===== src/rtl/serial_mod_detector.sv =====
// Serial divisibility detector: tracks (number received so far) mod DIVISOR,
// one bit per valid cycle, MSB-first or LSB-first, and flags exact multiples.
module serial_mod_detector #(
   parameter int DIVISOR = 4,
   parameter int REM_W   = $clog2(DIVISOR),
   parameter int CNT_W   = 8
) (
   input  logic             clk,
   input  logic             rst_n,
   input  logic             in_valid,
   input  logic             x,
   input  logic             clear,
   input  logic             lsb_first,
   output logic             z,
   output logic [REM_W-1:0] rem,
   output logic [CNT_W-1:0] bit_cnt,
   output logic             mode
);

   typedef enum logic {EMPTY, ACTIVE} state_t;

   localparam logic [REM_W:0]   DIV       = (REM_W+1)'(DIVISOR);
   localparam logic [REM_W-1:0] W_ONE     = REM_W'(1);
   localparam logic [REM_W-1:0] W_SECOND  = REM_W'(2 % DIVISOR);

   state_t           state;
   logic [REM_W-1:0] weight;

   logic [REM_W:0]   msb_sum;
   logic [REM_W:0]   lsb_sum;
   logic [REM_W:0]   w_dbl;
   logic [REM_W:0]   msb_red;
   logic [REM_W:0]   lsb_red;
   logic [REM_W:0]   w_red;
   logic [REM_W-1:0] rem_next;
   logic [REM_W-1:0] weight_next;
   logic [CNT_W-1:0] cnt_next;

   // Every intermediate is below 2*DIVISOR, so one conditional subtract
   // brings it back into 0..DIVISOR-1.
   always_comb begin
      msb_sum     = {rem, 1'b0} + (REM_W+1)'(x);
      lsb_sum     = {1'b0, rem} + (x ? {1'b0, weight} : '0);
      w_dbl       = {weight, 1'b0};
      msb_red     = (msb_sum >= DIV) ? msb_sum - DIV : msb_sum;
      lsb_red     = (lsb_sum >= DIV) ? lsb_sum - DIV : lsb_sum;
      w_red       = (w_dbl   >= DIV) ? w_dbl   - DIV : w_dbl;
      rem_next    = mode ? lsb_red[REM_W-1:0] : msb_red[REM_W-1:0];
      weight_next = w_red[REM_W-1:0];
      cnt_next    = (&bit_cnt) ? bit_cnt : bit_cnt + CNT_W'(1);
   end

   // NOTE: all state here is sequential, so every assignment is non-blocking;
   // z is registered from the same next values so it never lags rem.
   always_ff @(posedge clk or negedge rst_n) begin
      if (!rst_n) begin
         state   <= EMPTY;
         rem     <= '0;
         weight  <= W_ONE;
         bit_cnt <= '0;
         mode    <= 1'b0;
         z       <= 1'b0;
      end else if (clear) begin
         mode <= lsb_first;
         if (in_valid) begin
            state   <= ACTIVE;
            rem     <= REM_W'(x);
            weight  <= W_SECOND;
            bit_cnt <= CNT_W'(1);
            z       <= ~x;
         end else begin
            state   <= EMPTY;
            rem     <= '0;
            weight  <= W_ONE;
            bit_cnt <= '0;
            z       <= 1'b0;
         end
      end else if (in_valid) begin
         state   <= ACTIVE;
         rem     <= rem_next;
         bit_cnt <= cnt_next;
         z       <= (rem_next == '0);
         if (mode) weight <= weight_next;
      end
   end

   // state mirrors bit_cnt != 0; it is kept so the EMPTY/ACTIVE intent is explicit.
   logic unused_state;
   assign unused_state = (state == ACTIVE);

endmodule


===== config.mk =====
export PLATFORM = sky130hd
export DESIGN_NAME = serial_mod_detector
export DESIGN_NICKNAME = d
export VERILOG_FILES = /design/src/rtl/serial_mod_detector.sv
export SDC_FILE = /design/constraint.sdc
export NUM_CORES = 1
export LEC_CHECK = 0
export ABC_CLOCK_PERIOD_IN_PS = 1400
export CORE_ASPECT_RATIO = 1.2
export CORE_UTILIZATION = 43
export CTS_CLUSTER_DIAMETER = 150
export CTS_CLUSTER_SIZE = 24
export DETAILED_ROUTE_END_ITERATION = 8
export PLACE_DENSITY_LB_ADDON = 0.05
export SLEW_MARGIN = 20
export SYNTH_ARGS = -nofsm -noshare
export SYNTH_HDL_FRONTEND = slang
export SYNTH_SLANG_ARGS = --single-unit

===== constraint.sdc =====
create_clock -name clk -period 1.4 [get_ports clk]
set_input_delay 0.35 -clock clk [delete_from_list [all_inputs] [get_ports clk]]
set_output_delay 0.35 -clock clk [all_outputs]
set_load 0.05 [all_outputs]

==> flow_summary_export.csv <==
group,metric,value,unit
outcome,status,"complete, but fails checks",
outcome,violations,"setup timing",
floorplan,num_rows,16,
critical_path,slowest_delay,0.56,ns
clock_network,root_buffer,"clkbuf_4",
final_layout,fillers,110,
timing,worst-slew-pin-transition,0.2239,ns
critical_path,critical_path_arrival,1.63,ns
timing,finalHoldViolations,0,
clock_network,cts_tree,"built",
timing,slew_headroom,85.08,%
yosys,synth_top_cell_area_share,41.67,%
yosys,synth_area,780.7,sq um
critical_path,r2r-start,"weight[0]$_DFFE_PN1P_",
clock_network,clk_path_buf_depth,2,
timing,rsz0062_at_grt,"true",
yosys,ys_top_cells_by_area,"dfrtp_1 (42%), a21oi_1 (4.5%), mux2i_1 (3.8%)",
clock_network,clock-sinks,14,
global_route,grt_max_degree,15,
global_route,grt_pass1_wl,3.270,mm
timing,finClkSkew,0.003159,ns
clock_network,cts_buffers,3,
clock_network,cts_htree_levels,1,
yosys,ys.flop_type,"dfrtp_1",
clock_network,clk_pin_slew,0.09,ns
detailed_routing,detail-route-antenna-nets,0,
power_and_ir_drop,intPower,0.7708,mW
yosys,synth_seq_cells,14,
yosys,synth_top_area_cell,"dfrtp_1",
final_layout,layout.cells.non_filler,129,
floorplan,initial_core_util,46.99,%
timing,max_freq,692.2,MHz
floorplan,die-area,0.001991,sq mm
final_layout,layout_common_cells,"buf_12 (12), dfrtp_2 (10), buf_4 (10), nor2_1 (7), a21oi_1 (7)",
critical_path,critical_path_buf_inv_count,0,
min_path,min_path_type,"in2async",
power_and_ir_drop,ir_drop,765.1,uV
detailed_routing,vias,741,
critical_path,cp-start-kind,"flop",
yosys,syn_inst,80,
power_and_ir_drop,power.leakage,0.5544,nW
global_route,antenna_found_initial,0,
detailed_routing,routed_wl,1.983,mm
timing,fin_crit,1.445,ns
critical_path,r2r_cells,6,
power_and_ir_drop,finalPower,1.123,mW
detailed_routing,wire_per_inst,15.37,microns
global_route,grt_pass1_vias,746,
detailed_routing,viasPerCell,5.744,
clock_network,clkLatencyLatePin,0.29,ns
critical_path,ff2ff_setup_slack,-0.04,ns
place,numPlacedInstances,124,
floorplan,ios,18,
critical_path,r2r_end,"rem[1]$_DFFE_PN0P_",
global_route,track_usage,24.30,%
critical_path,crit_fanout,2,
place,place_ws,-0.4414,ns
global_route,overflow,0,
timing,fin_crit_sh,103.2,%
power_and_ir_drop,p_sw_share,31.34,%
final_layout,utilization,76.36,%
place,place_congestion,0.7533,
place,portBuffers,17,
power_and_ir_drop,p_comb_share,30.9,%
floorplan,core,0.001662,sq mm
critical_path,required,1.59,ns
yosys,avgSynthCellArea,9.759,sq um
detailed_routing,drt_iter0_markers,18,
final_layout,final_common_cell,"buf_12",
power_and_ir_drop,power_per_cell_area,884.8,mW/mm^2
run,maxCapViolCount,0,
yosys,syn-num-nets,88,
final_layout,drive_gt1_share,45.05,%
clock_network,holdBufCountCts,0,
detailed_routing,dr.pass1.iters,4,
yosys,synth_edf_count,0,
critical_path,end_kind,"flop",
detailed_routing,drc,0,
final_layout,area_growth,62.50,%
yosys,seq_area_frac_synth,45.03,%
critical_path,critPathKind,"reg2reg",
power_and_ir_drop,p_sw,0.3518,mW
timing,setup_viol,3,
yosys,synth-warning-count,0,
critical_path,crit_family,"flip-flops",
floorplan,die_w,40.90,microns
final_layout,final_nets,120,
timing,setup_slack,-0.04467,ns
floorplan,die_height,48.68,microns
critical_path,cp_slowest_cell,"dfstp_2",
power_and_ir_drop,clockPowerShare,27.3,%
power_and_ir_drop,pwr-share-seq,41.7,%
yosys,async_flop_share,100.0,%
final_layout,n_antenna_cell,0,
critical_path,crit_chain,"and2_4 -> ha_4 -> xnor2_2 -> xnor2_1 -> o211ai_1 -> o211a_1",
place,dpl.hpwl,1.339,mm
timing,final_max_slew_viol_count,0,
yosys,synth.distinct_cells,32,
-- cells in the mapped netlist, types with 2 or more instances --
master / n
and4_1: 2
mux2i_1: 3
nor2_1: 7
xnor2_1: 2
inv_1: 4
o21ai_0: 4
nor3b_1: 2
o211ai_1: 3
ha_1: 2
dfrtp_1: 13
nand2_1: 5
a21oi_1: 7
nor3_1: 2
nand3_1: 5
and2_1: 2
-- stage by stage --
step           hold slack [ns]  cell area [sq um]  setup TNS, ns
2_1_floorplan          0.05441              808.3       -0.07291
3_3_place_gp            0.5571               1189         -2.030
3_5_place_dp            0.5666               1189         -2.290
4_1_cts                 0.3548               1247       -0.08704
5_1_grt                 0.3786               1269        -0.2494
6_report                0.3576               1269        -0.1033
-- cell type report --
| cell class | instances | area (sq um) | area share (%) |
|---|---|---|---|
| Tap cell | 18 | 22.52 | 1.775 |
| Sequential cell | 14 | 364.1 | 28.70 |
| Timing Repair Buffer | 29 | 386.6 | 30.47 |
| Multi-Input combinational cell | 60 | 444.2 | 35.01 |
| Clock buffer | 4 | 36.28 | 2.860 |
| Inverter | 4 | 15.01 | 1.183 |
-- state kept, by name, summed over array words and instances (netlist names) --
signal   count
bit_cnt      8
rem          2
weight       2
mode         1
z            1
-- how the worst max path moves through the flow --
stage	from	to	slack (ns)	depth (start not counted)
6_report	weight[0]$_DFFE_PN1P_	rem[1]$_DFFE_PN0P_	-0.04	6
5_1_grt	weight[0]$_DFFE_PN1P_	rem[1]$_DFFE_PN0P_	-0.1	6
4_1_cts	weight[0]$_DFFE_PN1P_	rem[1]$_DFFE_PN0P_	-0.06	6
3_5_place_dp	x	rem[1]$_DFFE_PN0P_	-0.44	7
3_3_place_gp	x	rem[1]$_DFFE_PN0P_	-0.36	7
2_1_floorplan	bit_cnt[0]$_DFFE_PN0P_	bit_cnt[6]$_DFFE_PN0P_	-0.04	5
-- power by group through the flow --
stage          Sequential, mW  Combinational [mW]  Clock, mW
2_1_floorplan           0.536              0.0902          0
4_1_cts                 0.468               0.336      0.315
5_1_grt                 0.472               0.369      0.332
3_3_place_gp            0.472               0.315          0
3_5_place_dp            0.472               0.323          0
6_report                0.469               0.347      0.307
-- what timing repair did --
item,CTS,global route
pin swaps,3,3
setup endpoints to repair,3,8
resized for setup,6,4
buffers inserted,0,1
-- routing by layer --
layer | part of all wire [%] | track usage, %
met1 | 41 | 31.60
met2 | 54 | 37.76
met3 | 3.1 | 2.752
met4 | 1.7 | 12.22
met5 | 0 | 0
-- cell families after synthesis --
kind of cell             Yosys count  share of synthesized area (%)
AO/OA/AOI/OAI                     23                          18.75
XOR/XNOR                           3                          3.366
adder cells (fa/ha/maj)            2                          3.205
buffers and inverters              6                          3.845
flip-flops                        14                          45.03
multiplexers                       4                          5.289
AND/OR/NAND/NOR                   28                          20.51
Note: power is estimated with default switching activity, not from simulation.
